File: src/rtl/instruction_queue.sv
// Prefetch FIFO feeding an instruction register.
// IR is split into opcode and operand fields.
module instruction_queue #(
  parameter int INSTR_W  = 8,
  parameter int OPCODE_W = 4,
  parameter int DEPTH    = 4,
  parameter int CNT_W    = $clog2(DEPTH + 1)
) (
  input  logic                        clock,
  input  logic                        reset,
  input  logic                        flush,
  input  logic                        in_valid,
  input  logic [INSTR_W-1:0]          in_instr,
  output logic                        in_ready,
  input  logic                        load_ir,
  output logic [OPCODE_W-1:0]         opcode,
  output logic [INSTR_W-OPCODE_W-1:0] data_out,
  output logic                        ir_valid,
  output logic [CNT_W-1:0]            count,
  output logic                        empty,
  output logic                        full
);

  localparam int PTR_W = $clog2(DEPTH);

  logic [INSTR_W-1:0] mem_q [DEPTH];
  logic [PTR_W-1:0]   rd_ptr_q, rd_ptr_d;
  logic [PTR_W-1:0]   wr_ptr_q, wr_ptr_d;
  logic [CNT_W-1:0]   count_q, count_d;
  logic [INSTR_W-1:0] ir_q, ir_d;
  logic               ir_valid_q, ir_valid_d;
  logic               full_w, empty_w;
  logic               push, pop;

  assign empty_w = (count_q == '0);
  assign full_w  = (count_q == CNT_W'(DEPTH));

  // A word offered during flush is dropped.
  assign push = in_valid && !full_w && !flush;
  assign pop  = load_ir && !empty_w && !flush;

  // Next-state: flush dominates, then push/pop.
  always_comb begin
    rd_ptr_d   = rd_ptr_q;
    wr_ptr_d   = wr_ptr_q;
    count_d    = count_q;
    ir_d       = ir_q;
    ir_valid_d = ir_valid_q;
    if (flush) begin
      rd_ptr_d   = '0;
      wr_ptr_d   = '0;
      count_d    = '0;
      ir_valid_d = 1'b0;
    end else begin
      if (push) begin
        wr_ptr_d = wr_ptr_q + PTR_W'(1);
      end
      if (pop) begin
        rd_ptr_d   = rd_ptr_q + PTR_W'(1);
        ir_d       = mem_q[rd_ptr_q];
        ir_valid_d = 1'b1;
      end else if (load_ir) begin
        ir_valid_d = 1'b0;
      end
      unique case ({push, pop})
        2'b10:   count_d = count_q + CNT_W'(1);
        2'b01:   count_d = count_q - CNT_W'(1);
        default: count_d = count_q;
      endcase
    end
  end

  // Control state and IR registers.
  always_ff @(posedge clock or negedge reset) begin
    if (!reset) begin
      rd_ptr_q   <= '0;
      wr_ptr_q   <= '0;
      count_q    <= '0;
      ir_q       <= '0;
      ir_valid_q <= 1'b0;
    end else begin
      rd_ptr_q   <= rd_ptr_d;
      wr_ptr_q   <= wr_ptr_d;
      count_q    <= count_d;
      ir_q       <= ir_d;
      ir_valid_q <= ir_valid_d;
    end
  end

  // Storage array; contents need no reset.
  always_ff @(posedge clock) begin
    if (push) begin
      mem_q[wr_ptr_q] <= in_instr;
    end
  end

  assign in_ready = !full_w;
  assign full     = full_w;
  assign empty    = empty_w;
  assign count    = count_q;
  assign ir_valid = ir_valid_q;
  assign opcode   = ir_q[INSTR_W-1 -: OPCODE_W];
  assign data_out = ir_q[INSTR_W-OPCODE_W-1:0];

endmodule
File: config.mk
export PLATFORM = sky130hd
export DESIGN_NAME = instruction_queue
export DESIGN_NICKNAME = d
export VERILOG_FILES = /design/src/rtl/instruction_queue.sv
export SDC_FILE = /design/constraint.sdc
export NUM_CORES = 1
export LEC_CHECK = 0
export ABC_AREA = 1
export BUFFER_PORTS_ARGS = -buffer_cell sky130_fd_sc_hd__buf_4
export CAP_MARGIN = 30
export CORE_ASPECT_RATIO = 0.6
export CORE_MARGIN = 2
export CORE_UTILIZATION = 50
export CTS_CLUSTER_SIZE = 25
export DETAILED_ROUTE_END_ITERATION = 10
export PLACE_DENSITY = 0.84
export REMOVE_ABC_BUFFERS = 1
export SLEW_MARGIN = 25
export SYNTH_ARGS = -nofsm -noshare
export SYNTH_HDL_FRONTEND = slang
export SYNTH_SLANG_ARGS = --single-unit
File: constraint.sdc
create_clock -name clock -period 1.6 [get_ports clock]
set_clock_uncertainty 0.05 [all_clocks]
set_input_delay 0.32 -clock clock [delete_from_list [all_inputs] [get_ports clock]]
set_output_delay 0.32 -clock clock [all_outputs]
set_load 0.02 [all_outputs]
==> metrics.md, run 1 <==
| Metric | Value |
|---|---|
| CTS tree | yes |
| CTS clk-pin slew, worst paths | 80 ps |
| Required @ worst endpoint | about 1800 ps |
| Seq/Total Area, Yosys | ~67% |
| Vias in the first global route | 1,400 |
| Cell mode on critical path | nand2_1 |
| Flops & latches, synth | 48 |
| Dpl hpwl | 2877 um |
| Clk buf depth | 2 |
| Top cells by area, synth | edfxtp_1 47%, dfrtp_1 20%, nand2_1 7.2% |
| Die width | between 80 and 90 um |
| Worst Setup End Kind | flop |
| Placement Setup Slack | -219.5 ps |
| CP arrival | 1840 ps |
| Crit-path max FO | 3 |
| Main flop type after synthesis | edfxtp_1 |
| Worst path max stage delay | 410 ps |
| Synthesized area per cell | 11.41 um2 |
| Vias | ~1,500 |
| Worst vdd ir | 0.7254 mV |
| Worst-Skew Late Latency | around 300 ps |
| Number of synthesized flops with an enable pin | 32 |
| First-pass GRT wire length | 6741 um |
| FF-to-FF setup slack | -90 ps |
| Max-slew headroom | between 60% and 70% |
| GP Congestion | 0.7954 |
| # H-tree levels | 2 |
| Setup ws final | -89.50 ps |
| Site Rows | 17 |
| Yosys top cell by area | edfxtp_1 |
| Grt ovf | 0 |
| Final hold viol count | 0 |
| GRT Overall Usage | 20.51% |
| Worst path cell trace | nor2_4 > a21boi_2 > nand3_4 > inv_2 > fa_2 > xnor2_2 > inv_1 > nand2_1 > nand2_1 > nand2_1 > nand2_1 |
| Failing checks | negative setup slack |
| Hold Startpoint | in_instr[2] |
| Leak | ~1.2 nW |
| Critical-path top delay cell | dfrtp_1 |
| Fillers | 264 |
| Worst R2R Path Depth | 11 |
| Status | complete, but fails checks |
| Post-synth top area share | 47.03% |
| Yosys warns | 0 |
| Avg WL per Cell | 14.94 um |
| Layout area overhead | 30.86% |
| Layout cells sized above 1 | 35.04% |
| N_diodes | 0 |
| Fin nets | 251 |
| DIE AREA | approximately 4600 um2 |
| Post-synth ARST share | about a third |
| Pwr Total | approximately 0.0042 W |
| Top-count cell post-synth | nand2_1 |
| Root buffer cell | clkbuf_8 |
| Drc violations | 0 |
| Total CTS buffers | 5 |
| Reg2reg start | count[1] |
| Cell count after synthesis | 179 |
| Worst Hold Depth | 1 |
| Most frequent cells after synthesis | 39 x nand2_1, 32 x edfxtp_1, 23 x nor2_1 |
| Slew @ Worst Pin | between 400 and 500 ps |
| Final period utilization | 105.6% |
| Final setup viols | 1 |
| Hold Path Sink | mem_q[2][2] |
| Routed Antenna Nets | 0 |
| Crit path launch type | flop |
| IO Count | 28 |
| Cell Pwr Density | 1554 nW/um2 |
| Initial antenna violation count | 0 |
| Post-Synthesis Cell Area | 2043 um2 |
| Area of the core | 3786 um2 |
| Chip Height | between 50 and 60 um |
| RSZ-0062 raised after global routing | true |
| Reg2reg end | count[2] |
| Iter 0 DRT Violations | 173 |
| Final min period | 1690 ps |
| First drt pass iteration count | 4 |
| Total Wirelength | 4198 um |
| Largest net degree at the start of global routing | 19 |
| Sink Count | 48 |
| Unique cell type count in the Yosys netlist | 26 |
| Max-cap check violation count | 0 |
| Starting Density | 53.97% |
| Input/output buffers | 27 |
| Drt via density | 5.160 |
| Peak Freq | 591.9 MHz |
| HP Class | in2reg |
| Setup CP Type | reg2reg |
| Final Max Slew Viols | 0 |
==> power breakdown <==
group,internal [W],switching [W]
clock network,0.000551,0.000383
logic,0.000674,0.000904
registers,0.00153,0.000116
==> cell usage in the layout (no fill, tap or decap) <==
cell and n:
inv_2 3, buf_4 40, nand3_2 1, clkinv_1 1, a21oi_1 1, edfxtp_1 32
nand2_2 3, fa_2 1, a21oi_2 1, inv_4 2, nor2_1 18, nand3_4 1
o22ai_1 8, dlygate4sd3_1 1, o21ai_0 20, nor2_4 5, nand2_4 3, a21boi_2 1
clkbuf_8 7, ha_1 4, bufinv_16 1, nor2_2 1, o21ai_1 1, nand3_1 1
nand2_1 39, inv_6 1, xnor2_2 1, inv_1 10, dfrtp_1 16, buf_6 10
==> state kept, by name, summed over array words and instances, names as in the netlist <==
register	cells
count	3
ir_q	8
ir_valid	1
mem_q	32
rd_ptr_q	2
wr_ptr_q	2
==> area by class of cell <==
type,instances,area (um2),share of cell area [%]
flip-flops and latches,48,1361,50.91
multi-input cells,110,630.6,23.58
repair buffers,51,422.9,15.82
clock buffers,7,96.34,3.603
inverters,17,73.82,2.761
well taps,47,58.81,2.199
clock inverters,1,30.03,1.123
==> stage by stage <==
stage               utilization [%]  hold slack [ps]  cell area, um2  instances  TNS, ps
finish                        70.62            169.0            2674        281   -89.50
global route                  70.62            158.2            2674        281   -553.6
CTS                           69.43            160.0            2629        280   -118.6
detailed placement            64.24            149.2            2432        270   -397.3
global placement              64.24            146.9            2432        270   -154.2
floorplan                         -           -25.59            2013        175   -10610
==> worst max-delay path by stage <==
stage,start,to,cells after the start
floorplan,count[0],count[2],12
global placement,count[1],count[2],11
detailed placement,count[1],count[2],11
CTS,count[0],count[2],11
global route,count[1],count[2],11
finish,count[1],count[2],11
==> cells by family (layout without fill, tap and decap cells) <==
| logic type | after synthesis | in the layout | synth area share [%] |
|---|---|---|---|
| simple gates | 72 | 72 | 15.86 |
| fa+ha+maj | 5 | 5 | 3.429 |
| xor+xnor | 1 | 1 | 0.4287 |
| flops | 48 | 48 | 66.63 |
| compound gates | 32 | 32 | 8.818 |
| buf+inv | 21 | 76 | 4.837 |
==> worst max-delay path: cells and delay by family, from the launching register on <==
kind                     cells  cell delay (ps)
AO/OA/AOI/OAI                1               90
XOR/XNOR                     1              150
adder cells (fa/ha/maj)      1              340
buffers and inverters        2              100
flip-flops                   1              410
AND/OR/NAND/NOR              6              440
==> layer usage <==
layer | global-route usage, % | part of all wire [%]
met3 | 5.148 | 5.7
met5 | 0 | 0
met2 | 29.23 | 44
met1 | 29.50 | 48
met4 | 10.16 | 1.7
==> timing repair <==
action,CTS,global route
buffers inserted,1,1
resized for setup,17,10
hold buffers,1,0
setup endpoints to repair,22,36
pin swaps,4,3
hold endpoints to repair,16,0
(Power assumes the default switching activity.)
==> run 2: changes to the inputs <==
--- a/config.mk
+++ b/config.mk
@@ -10,10 +10,10 @@
 export CAP_MARGIN = 30
 export CORE_ASPECT_RATIO = 0.6
 export CORE_MARGIN = 2
-export CORE_UTILIZATION = 50
+export CORE_UTILIZATION = 40
 export CTS_CLUSTER_SIZE = 25
 export DETAILED_ROUTE_END_ITERATION = 10
-export PLACE_DENSITY = 0.84
+export PLACE_DENSITY = 0.71
 export REMOVE_ABC_BUFFERS = 1
 export SLEW_MARGIN = 25
 export SYNTH_ARGS = -nofsm -noshare
==> constraint.sdc (replaced) <==
create_clock -name clock -period 1.6 [get_ports clock]
set_clock_uncertainty 0.05 [all_clocks]
set_input_delay 0.24 -clock clock [delete_from_list [all_inputs] [get_ports clock]]
set_output_delay 0.24 -clock clock [all_outputs]
set_load 0.02 [all_outputs]
==> metrics.md, run 2 (synthesis results as in run 1) <==
| Metric | Value |
|---|---|
| Starting Density | 41.03% (was 53.97%) |
| Drc violations | 0 (unchanged) |
| Drt via density | 4.683 (was 5.160) |
| Gate power share | 38.7% (was 38.0%) |
| Max-slew headroom | 68.41% (was 69.54%) |
| Max-cap check violation count | 0 (unchanged) |
| Peak Freq | 589.6 MHz (was 591.9 MHz) |
| Worst Setup End Kind | flop (unchanged) |
| Reg2reg start | count[0] (was count[1]) |
| Worst-Skew Late Latency | 300 ps (about the same) |
| Avg WL per Cell | 13.80 um (was 14.94 um) |
| First-pass GRT wire length | 6410 um (was 6741 um) |
| CP arrival | 1840 ps (about the same) |
| Switching share of power | 34.45% (was 33.75%) |
| Critical-path top delay cell | dfrtp_1 (unchanged) |
| Layout cells sized above 1 | 33.76% (was 35.04%) |
| Hold Startpoint | in_instr[3] (was in_instr[2]) |
| Pint | 0.002675 W (was 0.002753 W) |
| Area taken by multi-input logic gates | 610.6 um2 (was 630.6 um2) |
| Final instance area | 2639 um2 (was 2674 um2) |
| RSZ-0062 raised after global routing | true (unchanged) |
| Final setup viols | 1 (unchanged) |
| Post-route core utilization | 52.99% (was 70.62%) |
| Pwr Total | 0.004082 W (was 0.004156 W) |
| Grt ovf | 0 (unchanged) |
| Worst path cell trace | nor2_4 > a21boi_2 > nand3_4 > inv_2 > fa_2 > xnor2_2 > inv_1 > nand2_1 > nand2_1 > nand2_1 > nand2_1 (unchanged) |
| Routed Antenna Nets | 0 (unchanged) |
| Leak | 1.141 nW (was 1.158 nW) |
| Failing checks | negative setup slack (unchanged) |
| Area of the core | 4980 um2 (was 3786 um2) |
| Clk pwr share | 20.8% (was 22.5%) |
| Slew @ Worst Pin | 473.3 ps (was 456.3 ps) |
| Layout area overhead | 29.15% (was 30.86%) |
| Required @ worst endpoint | 1750 ps (about the same) |
| Most frequent cells in the layout | 45 x buf_4, 39 x nand2_1, 32 x edfxtp_1 (was 40 x buf_4, 39 x nand2_1, 32 x edfxtp_1) |
| Input/output buffers | 27 (unchanged) |
| Final min period | 1696 ps (was 1690 ps) |
| Site Rows | 20 (was 17) |
| Root buffer cell | clkbuf_8 (unchanged) |
| Worst vdd ir | 0.5001 mV (was 0.7254 mV) |
| Worst R2R Path Depth | 11 (unchanged) |
| Setup CP Type | reg2reg (unchanged) |
| Cell mode on critical path | nand2_1 (unchanged) |
| Psw | 0.001406 W (was 0.001403 W) |
| First drt pass iteration count | 4 (unchanged) |
| Die width | 96.27 um (was 86.53 um) |
| CTS clk-pin slew, worst paths | 90 ps (was 80 ps) |
| Final hold viol count | 0 (unchanged) |
| Iter 0 DRT Violations | 100 (was 173) |
| Cell Pwr Density | 1547 nW/um2 (was 1554 nW/um2) |
| Crit path launch type | flop (unchanged) |
| Largest register FFs | 32 (unchanged) |
| Total Wirelength | 4140 um (was 4198 um) |
| # H-tree levels | 2 (unchanged) |
| Vias | 1,405 (was 1,450) |
| Hold Path Sink | mem_q[0][3] (was mem_q[2][2]) |
| DIE AREA | 5714 um2 (was 4630 um2) |
| Dpl hpwl | 2919 um (was 2877 um) |
| CTS tree | yes (unchanged) |
| Final period utilization | 106.0% (was 105.6%) |
| Sink Count | 48 (unchanged) |
| Fillers | 422 (was 264) |
| GP Congestion | 0.7898 (was 0.7954) |
| Worst path max stage delay | 420 ps (was 410 ps) |
| Chip Height | 59.36 um (was 53.52 um) |
| Largest net degree at the start of global routing | 19 (unchanged) |
| Leading cell type in the layout, fill and taps excluded | buf_4 (unchanged) |
| Crit-path max FO | 3 (unchanged) |
| IO Count | 28 (unchanged) |
| Power share of the sequential group | 40.4% (was 39.6%) |
| Register Area | 1361 um2 (unchanged) |
| Worst Hold Depth | 1 (unchanged) |
| Clk buf depth | 2 (unchanged) |
| Final Max Slew Viols | 0 (unchanged) |
| N_diodes | 0 (unchanged) |
| Setup ws final | -96.06 ps (was -89.50 ps) |
| Cell Area, Placed | 2441 um2 (was 2432 um2) |
| Reg2reg end | count[2] (unchanged) |
| Total CTS buffers | 5 (unchanged) |
| Initial antenna violation count | 0 (unchanged) |
| Top reg by flops | mem_q (unchanged) |
| Fin nets | 251 (unchanged) |
| GRT Overall Usage | 15.66% (was 20.51%) |
| Status | complete, but fails checks (unchanged) |
| HP Class | in2reg (unchanged) |
| Vias in the first global route | 1,328 (was 1,400) |
| FF-to-FF setup slack | -100 ps (was -90 ps) |
==> run 2: changes by cell type in the layout (fill, tap and decap cells not counted), moves of 2 or more <==
cell / before / now
buf_4: 40 / 45
clkbuf_8: 7 / 5
nor2_4: 5 / 2
nor2_1: 18 / 20
inv_4: 2 / 0
buf_6: 10 / 5
==> run 2: critical path: cells and delay by family, from the launching register on <==
kind,cells,cell delay (ps)
flops,1,420
simple gates,6,450
fa+ha+maj,1,340
compound gates,1,90
buf+inv,2,100
xor+xnor,1,150
==> run 2: worst max path at each step <==
stage | startpoint | endpoint | slack (ps) | depth (start not counted)
2_1_floorplan | count[0] | count[2] | -380 | 12
3_3_place_gp | count[1] | count[2] | -150 | 11
3_5_place_dp | count[1] | count[2] | -220 | 11
4_1_cts | count[0] | count[2] | -70 | 11
5_1_grt | count[0] | count[2] | -220 | 11
6_report | count[0] | count[2] | -100 | 11
==> run 2: power groups by stage <==
stage	Combinational [W]	Clock (W)	Sequential [W]
floorplan	0.000612	0	0.00186
global placement	0.00143	0	0.00166
detailed placement	0.00146	0	0.00167
CTS	0.00153	0.000867	0.00165
global route	0.00176	0.000915	0.00167
finish	0.00158	0.000849	0.00165
==> run 2: what timing repair did <==
item                                    4_1_cts  5_1_grt
hold buffers                                  1        0
endpoints found under the setup margin       29       40
pin swaps                                     3        0
setup buffers                                 2        2
hold endpoints to repair                     16        0
gates resized for setup                       5       10
==> run 2: metal layers <==
layer / routed length [um] / vias up / track usage [%]
li1: - / 703 / -
met1: 2041 / 667 / 22.63
met2: 1791 / 28 / 22.32
met3: 243 / 7 / 4.326
met4: 64 / 0 / 6.531
met5: 0 / - / 0
==> run 2: through the flow <==
stage	setup TNS [ps]	std cells	setup WS, ps	hold WS (ps)
floorplan	-10610	175	-384.5	-105.6
global placement	-146.8	287	-146.8	57.70
detailed placement	-434.0	287	-215.5	55.92
CTS	-65.40	298	-65.40	75.40
global route	-851.5	300	-220.9	74.00
finish	-96.06	300	-96.06	85.11
==> run 2: cell type report <==
type	count	area share [%]
Clock buffer	6	2.750
Clock inverter	2	1.328
Inverter	17	2.750
Multi-Input combinational cell	110	23.14
Sequential cell	48	51.59
Tap cell	66	3.129
Timing Repair Buffer	51	15.32
==> run 3: changes to the inputs <==
==> constraint.sdc (replaced) <==
create_clock -name clock -period 1.35 [get_ports clock]
set_clock_uncertainty 0.05 [all_clocks]
set_input_delay 0.2025 -clock clock [delete_from_list [all_inputs] [get_ports clock]]
set_output_delay 0.2025 -clock clock [all_outputs]
set_load 0.02 [all_outputs]
==> metrics.md, run 3 (synthesis results as in run 1) <==
| Metric | Value |
|---|---|
| Sink Count | 48 (unchanged) |
| Max-slew headroom | 80.60% (was 68.41%) |
| Peak Freq | 602.3 MHz (was 589.6 MHz) |
| Layout cells sized above 1 | 38.08% (was 33.76%) |
| Post-route core utilization | 55.15% (was 52.99%) |
| Setup ws final | -310.3 ps (was -96.06 ps) |
| Worst vdd ir | 0.6034 mV (was 0.5001 mV) |
| Crit-path max FO | 3 (unchanged) |
| First drt pass iteration count | 4 (unchanged) |
| Met1 global-route usage | 24.25% (was 22.63%) |
| Worst Setup End Kind | flop (unchanged) |
| Worst path cell trace | nor2_4 > a21boi_2 > nand3_4 > inv_2 > fa_2 > xnor2_2 > inv_1 > nand2_1 > nand2_1 > nand2_1 > nand2_1 (unchanged) |
| Layout area overhead | 34.41% (was 29.15%) |
| Area of the core | 4980 um2 (unchanged) |
| Failing checks | negative setup slack (unchanged) |
| # H-tree levels | 2 (unchanged) |
| Largest net degree at the start of global routing | 19 (unchanged) |
| GP Congestion | 0.8278 (was 0.7898) |
| First-pass GRT wire length | 6810 um (was 6410 um) |
| CTS clk-pin slew, worst paths | 90 ps (about the same) |
| Drt via density | 4.692 (was 4.683) |
| RSZ-0062 raised after global routing | true (unchanged) |
| Final min period | 1660 ps (was 1696 ps) |
| Critical-path top delay cell | dfrtp_1 (unchanged) |
| Root buffer cell | clkbuf_8 (unchanged) |
| Final Max Slew Viols | 0 (unchanged) |
| Grt ovf | 0 (unchanged) |
| HP Class | in2reg (unchanged) |
| Routed Antenna Nets | 0 (unchanged) |
| Drc violations | 0 (unchanged) |
| Leading cell type in the layout, fill and taps excluded | buf_4 (unchanged) |
| Clk buf depth | 2 (unchanged) |
| Worst path max stage delay | 410 ps (was 420 ps) |
| Final instance area | 2746 um2 (was 2639 um2) |
| IO Count | 28 (unchanged) |
| Vias | 1,431 (was 1,405) |
| Die width | 96.27 um (unchanged) |
| Initial antenna violation count | 0 (unchanged) |
| Site Rows | 20 (unchanged) |
| Setup TNS | -5659 ps (was -96.06 ps) |
| Fin nets | 256 (was 251) |
| Final setup viols | 44 (was 1) |
| Starting Density | 41.03% (unchanged) |
| Vias in the first global route | 1,376 (was 1,328) |
| Max-cap check violation count | 0 (unchanged) |
| Avg WL per Cell | 14.10 um (was 13.80 um) |
| Leak | 1.184 nW (was 1.141 nW) |
| Met2 usage | 23.51% (was 22.32%) |
| Final period utilization | 123.0% (was 106.0%) |
| CP arrival | 1810 ps (was 1840 ps) |
| Pwr Total | 0.004988 W (was 0.004082 W) |
| Total Wirelength | 4299 um (was 4140 um) |
| Input/output buffers | 27 (unchanged) |
| DIE AREA | 5714 um2 (unchanged) |
| Top Usage Layer GRT | met1 (unchanged) |
| M3 GR Usage | 4.453% (was 4.326%) |
| Most frequent cells in the layout | 45 x buf_4, 36 x nand2_1, 32 x edfxtp_1 (was 45 x buf_4, 39 x nand2_1, 32 x edfxtp_1) |
| Slew @ Worst Pin | 290.8 ps (was 473.3 ps) |
| Cell Area, Placed | 2494 um2 (was 2441 um2) |
| WHS | 49.44 ps (was 85.11 ps) |
| N_diodes | 0 (unchanged) |
| Worst-Skew Late Latency | 300 ps (about the same) |
| Setup CP Type | reg2reg (unchanged) |
| Total CTS buffers | 5 (unchanged) |
| Iter 0 DRT Violations | 61 (was 100) |
| Cell Pwr Density | 1816 nW/um2 (was 1547 nW/um2) |
| Status | complete, but fails checks (unchanged) |
| Cell mode on critical path | nand2_1 (unchanged) |
| Chip Height | 59.36 um (unchanged) |
| Dpl hpwl | 2945 um (was 2919 um) |
| Crit path launch type | flop (unchanged) |
| Final hold viol count | 0 (unchanged) |
| CTS tree | yes (unchanged) |
| Top reg by flops | mem_q (unchanged) |
| Largest register FFs | 32 (unchanged) |
| Required @ worst endpoint | 1500 ps (was 1750 ps) |
| GRT Overall Usage | 16.34% (was 15.66%) |
==> run 3: cell types whose count changed in the layout (fill, tap and decap cells not counted), moves of 2 or more <==
cell	previous run	this run
buf_6	5	10
clkinv_1	0	2
inv_1	11	9
nand2_1	39	36
nand2_2	3	5
nor2_1	20	18
nor2_2	2	0
nor2_4	2	6
o21ai_0	20	17
o21ai_1	1	3
==> run 3: power by group <==
part           switching [W]  internal, W
Sequential          0.000138      0.00181
Combinational        0.00114     0.000894
Clock               0.000467     0.000540
Total                0.00174      0.00324
==> run 3: final cells by class <==
type	instances	area, um2
Timing Repair Buffer	56	460.4
Inverter	17	76.32
Sequential cell	48	1361
Clock inverter	3	37.54
Fill cell	436	2233
Multi-Input combinational cell	110	659.4
Clock buffer	5	68.82
Tap cell	66	82.58
==> run 3: path summary, 6_finish.rpt <==
path | slack [ps] | start | end | cells after the start
max | -310 | count[0] | count[2] | 11
min | 50 | in_instr[0] | mem_q[2][0] | 1
max reg2reg | -310 | count[0] | count[2] | 11
min reg2reg | 440 | ir_q[4] | ir_q[4] | 2
max in group asynchronous | 820 | reset | count[0] | 2
min in group asynchronous | 250 | reset | count[2] | 2
==> run 3: what timing repair did <==
item	in CTS	in global routing
endpoints found under the setup margin	48	49
pin swaps	6	4
endpoints found under the hold margin	16	0
resized for setup	24	15
buffers inserted	2	0
hold buffers	1	0
==> run 3: metal layers <==
layer | wire length [um] | part of all wire, % | vias up
li1 | - | - | 714
met1 | 2146 | 50 | 684
met2 | 1916 | 45 | 28
met3 | 190 | 4.4 | 5
met4 | 46 | 1.1 | 0
met5 | 0 | 0 | -
==> run 3: worst max-delay path, delay by kind of cell, from the launching register on <==
kind,cells,cell delay [ps]
XOR/XNOR,1,160
AND/OR/NAND/NOR,6,420
flip-flops,1,410
buffers and inverters,2,100
AO/OA/AOI/OAI,1,90
adder cells (fa/ha/maj),1,340
==> run 3: per-stage QoR <==
step / std cells / setup slack, ps
after floorplan: 175 / -634.5
after global placement: 294 / -380.1
after detailed placement: 294 / -428.7
after CTS: 305 / -302.3
after global routing: 305 / -414.1
final: 305 / -310.3
